### config.mk
export PLATFORM = sky130hd
export DESIGN_NAME = line_delay_ctrl_flat
export DESIGN_NICKNAME = d
export VERILOG_FILES = /design/src/rtl/line_delay_ctrl_if.sv /design/src/rtl/line_delay_ctrl.sv /design/src/flat_wrapper.sv
export SDC_FILE = /design/constraint.sdc
export NUM_CORES = 1
export LEC_CHECK = 0
export CORE_MARGIN = 2
export CORE_UTILIZATION = 36
export CTS_CLUSTER_SIZE = 20
export DETAILED_ROUTE_END_ITERATION = 8
export GPL_TIMING_DRIVEN = 0
export PLACE_DENSITY = 0.67
export SETUP_SLACK_MARGIN = 0.4
export SYNTH_ARGS = -nofsm -noshare
export SYNTH_HDL_FRONTEND = slang
export SYNTH_SLANG_ARGS = --single-unit
### constraint.sdc
create_clock -name clk -period 3.7 [get_ports clk]
set_clock_uncertainty 0.05 [all_clocks]
set_input_delay 0.555 -clock clk [delete_from_list [all_inputs] [get_ports clk]]
set_output_delay 0.555 -clock clk [all_outputs]
set_load 0.005 [all_outputs]
### src/rtl/line_delay_ctrl_if.sv
// Pixel stream, SRAM port and stencil output bundle of the line-delay controller.
// slave is the controller's view; master is the view of whatever surrounds it.
interface line_delay_ctrl_if #(
  parameter int DATA_W = 16,
  parameter int ADDR_W = 16
);
  logic              flush;
  logic              in_valid;
  logic [DATA_W-1:0] in_data;
  logic              in_ready;
  logic              sram_wen;
  logic [ADDR_W-1:0] sram_waddr;
  logic [DATA_W-1:0] sram_wdata;
  logic              sram_ren;
  logic [ADDR_W-1:0] sram_raddr;
  logic [DATA_W-1:0] sram_rdata;
  logic              out_valid;
  logic [DATA_W-1:0] out_cur;
  logic [DATA_W-1:0] out_prev;
  logic              frame_done;

  modport slave (
    input  flush, in_valid, in_data, sram_rdata,
    output in_ready, sram_wen, sram_waddr, sram_wdata, sram_ren, sram_raddr,
           out_valid, out_cur, out_prev, frame_done
  );

  modport master (
    output flush, in_valid, in_data, sram_rdata,
    input  in_ready, sram_wen, sram_waddr, sram_wdata, sram_ren, sram_raddr,
           out_valid, out_cur, out_prev, frame_done
  );
endinterface

### src/rtl/line_delay_ctrl.sv
// Line-buffer controller: writes each raster pixel at its column address and, from row 1 on,
// reads the word one row above to emit (current, previous-row) stencil column pairs.
module line_delay_ctrl #(
  parameter int DATA_W = 16,
  parameter int ADDR_W = 16,
  parameter int IMG_W  = 64,
  parameter int IMG_H  = 64
) (
  input logic               clk,
  input logic               rst,
  line_delay_ctrl_if.slave  bus
);
  localparam int COL_W = $clog2(IMG_W);
  localparam int ROW_W = $clog2(IMG_H);

  typedef enum logic {FILL = 1'b0, STEADY = 1'b1} state_t;

  state_t            state, state_n;
  logic [COL_W-1:0]  col;
  logic [ROW_W-1:0]  row;
  logic              xfer, col_last, row_last, steady;

  logic              wen_p0;
  logic [ADDR_W-1:0] waddr_p0;
  logic [DATA_W-1:0] wdata_p0;
  logic              vld_p0;
  logic [DATA_W-1:0] cur_p0;
  logic [DATA_W-1:0] prev_hold_p0;
  logic              done_p0;

  assign bus.in_ready = !rst && !bus.flush;
  assign xfer         = bus.in_valid && bus.in_ready;
  assign col_last     = (col == COL_W'(IMG_W - 1));
  assign row_last     = (row == ROW_W'(IMG_H - 1));
  assign steady       = (state == STEADY);

  always_comb begin
    state_n = state;
    if (xfer && col_last) begin
      if (state == FILL)
        state_n = STEADY;
      else if (row_last)
        state_n = FILL;
    end
  end

  always_ff @(posedge clk or posedge rst) begin
    if (rst) begin
      state <= FILL;
      col   <= '0;
      row   <= '0;
    end else if (bus.flush) begin
      state <= FILL;
      col   <= '0;
      row   <= '0;
    end else begin
      state <= state_n;
      if (xfer) begin
        if (col_last) begin
          col <= '0;
          row <= row_last ? '0 : row + 1'b1;
        end else begin
          col <= col + 1'b1;
        end
      end
    end
  end

  // Stage 0: read of the row-above word issues with the transfer itself.
  assign bus.sram_ren   = xfer && steady;
  assign bus.sram_raddr = ADDR_W'(col);

  always_ff @(posedge clk or posedge rst) begin
    if (rst) begin
      wen_p0       <= 1'b0;
      waddr_p0     <= '0;
      wdata_p0     <= '0;
      vld_p0       <= 1'b0;
      cur_p0       <= '0;
      prev_hold_p0 <= '0;
      done_p0      <= 1'b0;
    end else if (bus.flush) begin
      wen_p0       <= 1'b0;
      waddr_p0     <= '0;
      wdata_p0     <= '0;
      vld_p0       <= 1'b0;
      cur_p0       <= '0;
      prev_hold_p0 <= '0;
      done_p0      <= 1'b0;
    end else begin
      wen_p0  <= xfer;
      vld_p0  <= xfer && steady;
      done_p0 <= xfer && steady && col_last && row_last;
      if (xfer) begin
        waddr_p0 <= ADDR_W'(col);
        wdata_p0 <= bus.in_data;
      end
      if (xfer && steady)
        cur_p0 <= bus.in_data;
      if (vld_p0)
        prev_hold_p0 <= bus.sram_rdata;
    end
  end

  // Stage 1: write lands one cycle after its read, so the old word is always read first.
  assign bus.sram_wen   = wen_p0;
  assign bus.sram_waddr = waddr_p0;
  assign bus.sram_wdata = wdata_p0;
  assign bus.out_valid  = vld_p0;
  assign bus.out_cur    = cur_p0;
  assign bus.out_prev   = vld_p0 ? bus.sram_rdata : prev_hold_p0;
  assign bus.frame_done = done_p0;
endmodule

### src/flat_wrapper.sv
// flat-port wrapper written by rule: the top's interface ports become plain ports
module line_delay_ctrl_flat 
#(
  parameter int DATA_W = 16,
  parameter int ADDR_W = 16,
  parameter int IMG_W  = 64,
  parameter int IMG_H  = 64
)
  (clk, rst, bus_flush, bus_in_valid, bus_in_data, bus_sram_rdata, bus_in_ready, bus_sram_wen, bus_sram_waddr, bus_sram_wdata, bus_sram_ren, bus_sram_raddr, bus_out_valid, bus_out_cur, bus_out_prev, bus_frame_done);
  line_delay_ctrl_if #(.DATA_W(DATA_W), .ADDR_W(ADDR_W)) bus_i ();
  input logic clk;
  input logic rst;
  input wire logic [$bits(bus_i.flush)-1:0] bus_flush;
  input wire logic [$bits(bus_i.in_valid)-1:0] bus_in_valid;
  input wire logic [$bits(bus_i.in_data)-1:0] bus_in_data;
  input wire logic [$bits(bus_i.sram_rdata)-1:0] bus_sram_rdata;
  output wire logic [$bits(bus_i.in_ready)-1:0] bus_in_ready;
  output wire logic [$bits(bus_i.sram_wen)-1:0] bus_sram_wen;
  output wire logic [$bits(bus_i.sram_waddr)-1:0] bus_sram_waddr;
  output wire logic [$bits(bus_i.sram_wdata)-1:0] bus_sram_wdata;
  output wire logic [$bits(bus_i.sram_ren)-1:0] bus_sram_ren;
  output wire logic [$bits(bus_i.sram_raddr)-1:0] bus_sram_raddr;
  output wire logic [$bits(bus_i.out_valid)-1:0] bus_out_valid;
  output wire logic [$bits(bus_i.out_cur)-1:0] bus_out_cur;
  output wire logic [$bits(bus_i.out_prev)-1:0] bus_out_prev;
  output wire logic [$bits(bus_i.frame_done)-1:0] bus_frame_done;
  assign bus_i.flush = bus_flush;
  assign bus_i.in_valid = bus_in_valid;
  assign bus_i.in_data = bus_in_data;
  assign bus_i.sram_rdata = bus_sram_rdata;
  assign bus_in_ready = bus_i.in_ready;
  assign bus_sram_wen = bus_i.sram_wen;
  assign bus_sram_waddr = bus_i.sram_waddr;
  assign bus_sram_wdata = bus_i.sram_wdata;
  assign bus_sram_ren = bus_i.sram_ren;
  assign bus_sram_raddr = bus_i.sram_raddr;
  assign bus_out_valid = bus_i.out_valid;
  assign bus_out_cur = bus_i.out_cur;
  assign bus_out_prev = bus_i.out_prev;
  assign bus_frame_done = bus_i.frame_done;
  line_delay_ctrl #(.DATA_W(DATA_W), .ADDR_W(ADDR_W), .IMG_W(IMG_W), .IMG_H(IMG_H)) u_core (.clk(clk), .rst(rst), .bus(bus_i));
endmodule
==> results by group <==
Routing
  – DRT iter0 DRCs: 218
  – First-pass iteration count of the detailed router: 4
  – Post-Route WL: 8350 um
  – DR WL/cell: around 15 um
  – Via count: roughly 2800
  – Via density: 4.86
  – Post-route DRC violation count: 0
  – Post-route antenna net violation count: 0

Global routing
  – First-pass GRT wire length: approximately 14000 um
  – Total gr overflow: 0
  – Total GRT Usage: 18.1%
  – Vias in the first global route: roughly 2800
  – Largest net degree at the start of global routing: 71
  – Initial antenna violation count: 0

Setup path
  – WS Path Type: in2out
  – Reg2reg path depth: 5
  – Crit path max fanout: 10
  – R2R setup slack: 1.72 ns
  – Worst endpoint required time: 3.09 ns
  – WP data arrival: between 2 and 3 ns
  – Startpoint Class: input port
  – Crit end category: primary output

CTS
  – CTS buffer count: 9
  – Hold-fix buffers at CTS: 0
  – Clk sinks: 70
  – Clk buf depth: 2
  – Post-CTS Repair Setup Buffers: 0
  – Cts repair resizes: 1
  – Clock Latency Late Sink: 0.34 ns
  – Clk root buf: clkbuf_8
  – CTS tree: done
  – Reg clk slew, reported paths: roughly 0.07 ns
  – # H-tree levels: 3

Min path
  – Min-Delay Path Depth: 1
  – HP Class: reg2reg

Floorplanning
  – Die height: 98.5 um
  – Rows: 34
  – Chip width: about 100 um
  – Top Ports: ~120
  – Initial core utilization: 37.0%
  – Total core area: 0.00868 mm2
  – Die Area: around 0.0097 mm2

Placed design
  – Post-Place Worst Slack: 0.395 ns
  – Placed Instances: 556
  – Port bufs: 100
  – GPL Wtd Cong: 0.822
  – Post-DP HPWL: 5980 um

Synth
  – Yosys cell types: 37
  – Post-synth EDFFs: 0
  – Ys async rst share: 100%
  – Cells after synthesis: between 300 and 400
  – Ys Warns: 0
  – Synth Flop Type: dfrtp_1
  – Synth Cell Area: 0.00321 mm2
  – Synthesized flop and latch total: 70
  – Seq/Total Area, Yosys: around 55%
  – Mean Syn Cell Area: 9.76 um2

Power
  – Sw frac: 21.2%
  – Reg power frac: 45.2%
  – Power Total: 1.73 mW
  – Max VDD drop: 0.194 mV
  – Leak: 2.05 nW
  – Power share of the clock group: 46.5%
  – Power density over cell area: 369 mW/mm2
  – Comb power frac: 8.3%
  – Psw: 0.366 mW
  – Int Power: about 1.4 mW

STA
  – Final period utilization: a little over four fifths
  – Setup ws final: about 0.6 ns
  – Post-route setup TNS: 0 ns
  – Fmax: 321 MHz
  – Final Hold Viols: 0
  – Max Slew Vio Count: 0
  – Setup-failing EPs final: 0
  – RSZ-0062 raised after global routing: false
  – Hold Slack: 0.457 ns
  – Worst slew pin tran: 0.860 ns
  – Slew margin rel.: 42.7%
  – Final Critical Period: 3.12 ns

Cells and area
  – Commonest non-fill, non-tap cell in the layout: clkdlybuf4s50_1
  – Nets: 497
  – # fillers: a little over 800
  – Cell Count, Final, Fillers Out: 571
  – Layout area overhead: 45.8%
  – Antenna cell count: 0
  – Ratio of cells with drive above 1 in the final layout: 14.9%
  – Most frequent cells in the layout: 100 x clkdlybuf4s50_1, 82 x nand2_1, 70 x dfrtp_1, 46 x a21oi_1, 21 x nor2b_1

Outcome
  – Outcome: finished, final reports clean

Run
  – MaxCap Viol Count: 0
[per-stage QoR]
| stage | cell area (um2) | utilization, % |
|---|---|---|
| after floorplan | 3280 | - |
| after global placement | 4420 | 50.9 |
| final | 4680 | 54.0 |
| after detailed placement | 4420 | 51.0 |
| after CTS | 4680 | 54.0 |
| after global routing | 4680 | 54.0 |
[worst max-delay path, stage by stage]
cell             delay, ns
clkdlybuf4s50_1       0.53
nand4bb_1             0.25
buf_2                 0.21
inv_2                 0.17
buf_2                 0.25
clkdlybuf4s50_1       0.53
[final timing paths]
| kind | startpoint | to |
|---|---|---|
| worst max-delay path | rst | bus_sram_ren |
| worst min-delay path | u_core.state$_DFFE_PP0P_ | u_core.state$_DFFE_PP0P_ |
| worst max register to register | u_core.col[0]$_DFFE_PP0P_ | u_core.row[5]$_DFFE_PP0P_ |
| worst min register to register | u_core.state$_DFFE_PP0P_ | u_core.state$_DFFE_PP0P_ |
| max in group asynchronous | rst | u_core.bus.out_cur[1]$_DFFE_PP0P_ |
| min in group asynchronous | rst | u_core.bus.sram_waddr[5]$_DFFE_PP0P_ |
[routing by layer]
metal | share of wire [%] | track usage (%)
met5 | 0 | 0
met4 | 0.49 | 7.06
met3 | 6.7 | 4.54
met2 | 49 | 29.0
met1 | 44 | 23.8
[power groups by stage]
stage | Combinational [mW] | Sequential [mW] | Clock [mW]
5_1_grt | 0.160 | 0.782 | 0.854
2_1_floorplan | 0.0640 | 0.796 | 0
3_3_place_gp | 0.143 | 0.796 | 0
6_report | 0.143 | 0.781 | 0.803
3_5_place_dp | 0.145 | 0.796 | 0
4_1_cts | 0.145 | 0.781 | 0.823
[flip-flops by register name (all words and copies together), names as in the netlist]
register               count
u_core.row                 6
u_core.bus.sram_waddr      6
u_core.state               1
u_core.bus.out_cur        16
u_core.bus.sram_wdata     16
u_core.bus.out_valid       1
u_core.bus.frame_done      1
u_core.bus.sram_wen        1
u_core.prev_hold_p0       16
u_core.col                 6
[cells by family after synthesis]
group / synth area share [%]
AND/OR/NAND/NOR: 20.1
AO/OA/AOI/OAI: 10.2
flip-flops: 54.5
other: 0.117
adder cells (fa/ha/maj): 0.779
buffers and inverters: 7.67
multiplexers: 6.31
XOR/XNOR: 0.273
[cell type report]
type	instances	area [um2]	area share, %
Buffer	40	236	5.05
Sequential cell	70	1750	37.4
Tap cell	108	135	2.89
Inverter	3	13.8	0.294
Timing Repair Buffer	100	1000	21.4
Clock buffer	9	124	2.65
Clock inverter	6	135	2.89
Multi-Input combinational cell	235	1280	27.4
[synth_stat cells, drive strengths merged (2+ instances only)]
master / count / area share, %
o211ai: 3 / 0.70
ha: 2 / 0.78
clkbuf: 7 / 0.82
dfrtp: 70 / 55
mux2: 18 / 6.3
o21ai: 4 / 0.62
nor2b: 21 / 4.1
o41ai: 2 / 0.55
or4: 2 / 0.47
or3: 2 / 0.43
nand3b: 3 / 0.82
nand2: 82 / 9.6
inv: 3 / 0.35
buf: 33 / 6.5
nand3: 6 / 0.93
a21oi: 46 / 7.2
a31oi: 2 / 0.39
nand4: 3 / 1.1
and4: 2 / 0.58
nor2: 8 / 0.93
Note: power is estimated with default switching activity, not from simulation.
==> edit: new RTL, same flow settings <==
`IMG_W` is set to 64 in 2 places; all go to 32.
--- a/src/rtl/line_delay_ctrl.sv
+++ b/src/rtl/line_delay_ctrl.sv
@@ -3,7 +3,7 @@
 module line_delay_ctrl #(
   parameter int DATA_W = 16,
   parameter int ADDR_W = 16,
-  parameter int IMG_W  = 64,
+  parameter int IMG_W  = 32,
   parameter int IMG_H  = 64
 ) (
   input logic               clk,
--- a/src/flat_wrapper.sv
+++ b/src/flat_wrapper.sv
@@ -3,7 +3,7 @@
 #(
   parameter int DATA_W = 16,
   parameter int ADDR_W = 16,
-  parameter int IMG_W  = 64,
+  parameter int IMG_W  = 32,
   parameter int IMG_H  = 64
 )
   (clk, rst, bus_flush, bus_in_valid, bus_in_data, bus_sram_rdata, bus_in_ready, bus_sram_wen, bus_sram_waddr, bus_sram_wdata, bus_sram_ren, bus_sram_raddr, bus_out_valid, bus_out_cur, bus_out_prev, bus_frame_done);
Behaviour: same outputs for any inputs over 10 cycles, from zero or initial values and one cycle with rst high; that may be too few to reach the edited logic, so the function may still have changed.
==> edit against the unedited design <==
Hold slack better by 22 ps; sequential cell count down 2; global-route usage down 1.8 points; fmax down 1.4%; combinational power up 4%; synthesized cell count down 5.8%; power down 7.7%; worst setup slack worse by 43 ps; die area down 0.97%; cell area down 1.7%; area after synthesis down 1.0%; wire length down 7.1%; critical endpoint unchanged.
==> edit: results (changes against the unedited design) <==
Finish
  • Non-clock buffers, area share: 27.3% (+0.85 points)
  • Multi-input combinational area share: 27.5% (about the same)
  • Comb_multi_in: 218 (-7.2%)
  • Seq area share: 37.0% (-0.43 points)
  • Share of cells above drive strength 1: 16.0% (+1.1 points)
  • Fillers: 818 (+0.74%)
  • Area Overhead vs Synth: 44.7%
  • Clock network area share: 4.87% (-0.66 points)
  • Multi-input gate area: 0.00126 sq mm (-1.7%)
  • Nets: 479 (-3.6%)
  • Signal buffers: 138 (-1.4%)

Placed design
  • Setup WS pre-CTS: 550 ps (+155 ps)
  • Port Buf Inserts: 98 (-2.0%)
  • Post-Place Cell Area: 0.00438 sq mm (-1.0%)
  • Placed cell count: 537 (-3.4%)
  • DPL Wire Length: 5450 microns (-8.8%)

Power
  • Clk power: 0.000683 W (-15%)
  • Combinational power: 0.000149 W (+4%)
  • Leak pwr: 2.07 nW (+0.80%)
  • Worst IR Drop VDD: 0.000199 V (+2.8%)
  • Net Switching: 0.000372 W (+1.7%)
  • Clock power frac: 42.9% (-3.6 points)

Clock network
  • Resize count post-CTS: 0 (-1)
  • Worst-Skew Late Latency: 340 ps (about the same)
  • Root buffer cell: clkbuf_8

Yosys
  • Syn_area_per_cell: 10.3 sq um (+5.1%)
  • Seq/Total Area, Yosys: 53.5% (-1.0 points)
  • Synth top area cells: dfrtp_1 (54%), nand2_1 (7.1%), buf_4 (6.1%)
  • Yosys cell types: 42 (+14%)
  • Yosys warning count: 0 (unchanged)
  • Synth cell count leaders: dfrtp_1 (68), nand2_1 (60), buf_4 (26)

Timing
  • Tcrit/Tclk final: 85.4% (+1.2 points)

Route
  • DR iter-0 viols: 140 (-36%)
  • Met3 Wirelength: 522 microns (-6.3%)
  • Vias/cell: 4.65 (-4.3%)
  • WL final: 7750 microns (-7.1%)
  • Metal1 wirelength: 3560 microns (-3.2%)

Worst hold path
  • WHS Path Cells: 2 (+1)

Setup path
  • Worst Path Arrival: 2560 ps (+50 ps)
  • Worst path max stage delay: 630 ps (+100 ps)
  • R2R Setup Slk: 1590 ps (-130 ps)
  • Worst reg2reg path endpoint: u_core.row[4]$_DFFE_PP0P_
  • Worst r2r path cells: 7 (+2)

Outcome
  • Outcome: complete, no violations

Global routing
  • Total GRT Usage: 16.3% (-1.8 points)
  • First-pass GRT wire length: 12,700 microns (-9.6%)
  • Pin count of the biggest net entering global routing: 69 (-2.8%)
  • Vias in the first global route: 2,528 (-9.7%)
-- edit: cell families after synthesis --
kind of cell / after synthesis / share of synthesized area [%]
AOI/OAI and AO/OA: 52 / 8.89
xor gates and xnor gates: 2 / 0.551
adders and majority gates: 3 / 1.18
buffers and inverters: 45 / 9.21
DFF: 68 / 53.5
muxes: 17 / 6.02
other: 1 / 0.118
and+or+nand+nor: 122 / 20.5
-- edit: per-layer routing --
metal,track usage [%],up-vias
met5,0,-
met4,6.20,0
met3,4.58,11
met2,25.9,100
met1,21.3,1216
li1,-,1244
-- edit: worst register-to-register path: stages, from the launching register on --
cell and delay, ps:
dfrtp_1 440, ha_1 240, and3_1 190, ha_1 280
and3b_1 210, buf_2 160, nand4_1 110, mux2_1 320
-- edit: per-stage QoR --
step | hold WS [ps] | utilization, %
6_report | 478 | 53.3
5_1_grt | 501 | 53.3
4_1_cts | 481 | 53.3
3_5_place_dp | 468 | 50.7
3_3_place_gp | 460 | 50.7
2_1_floorplan | 434 | -
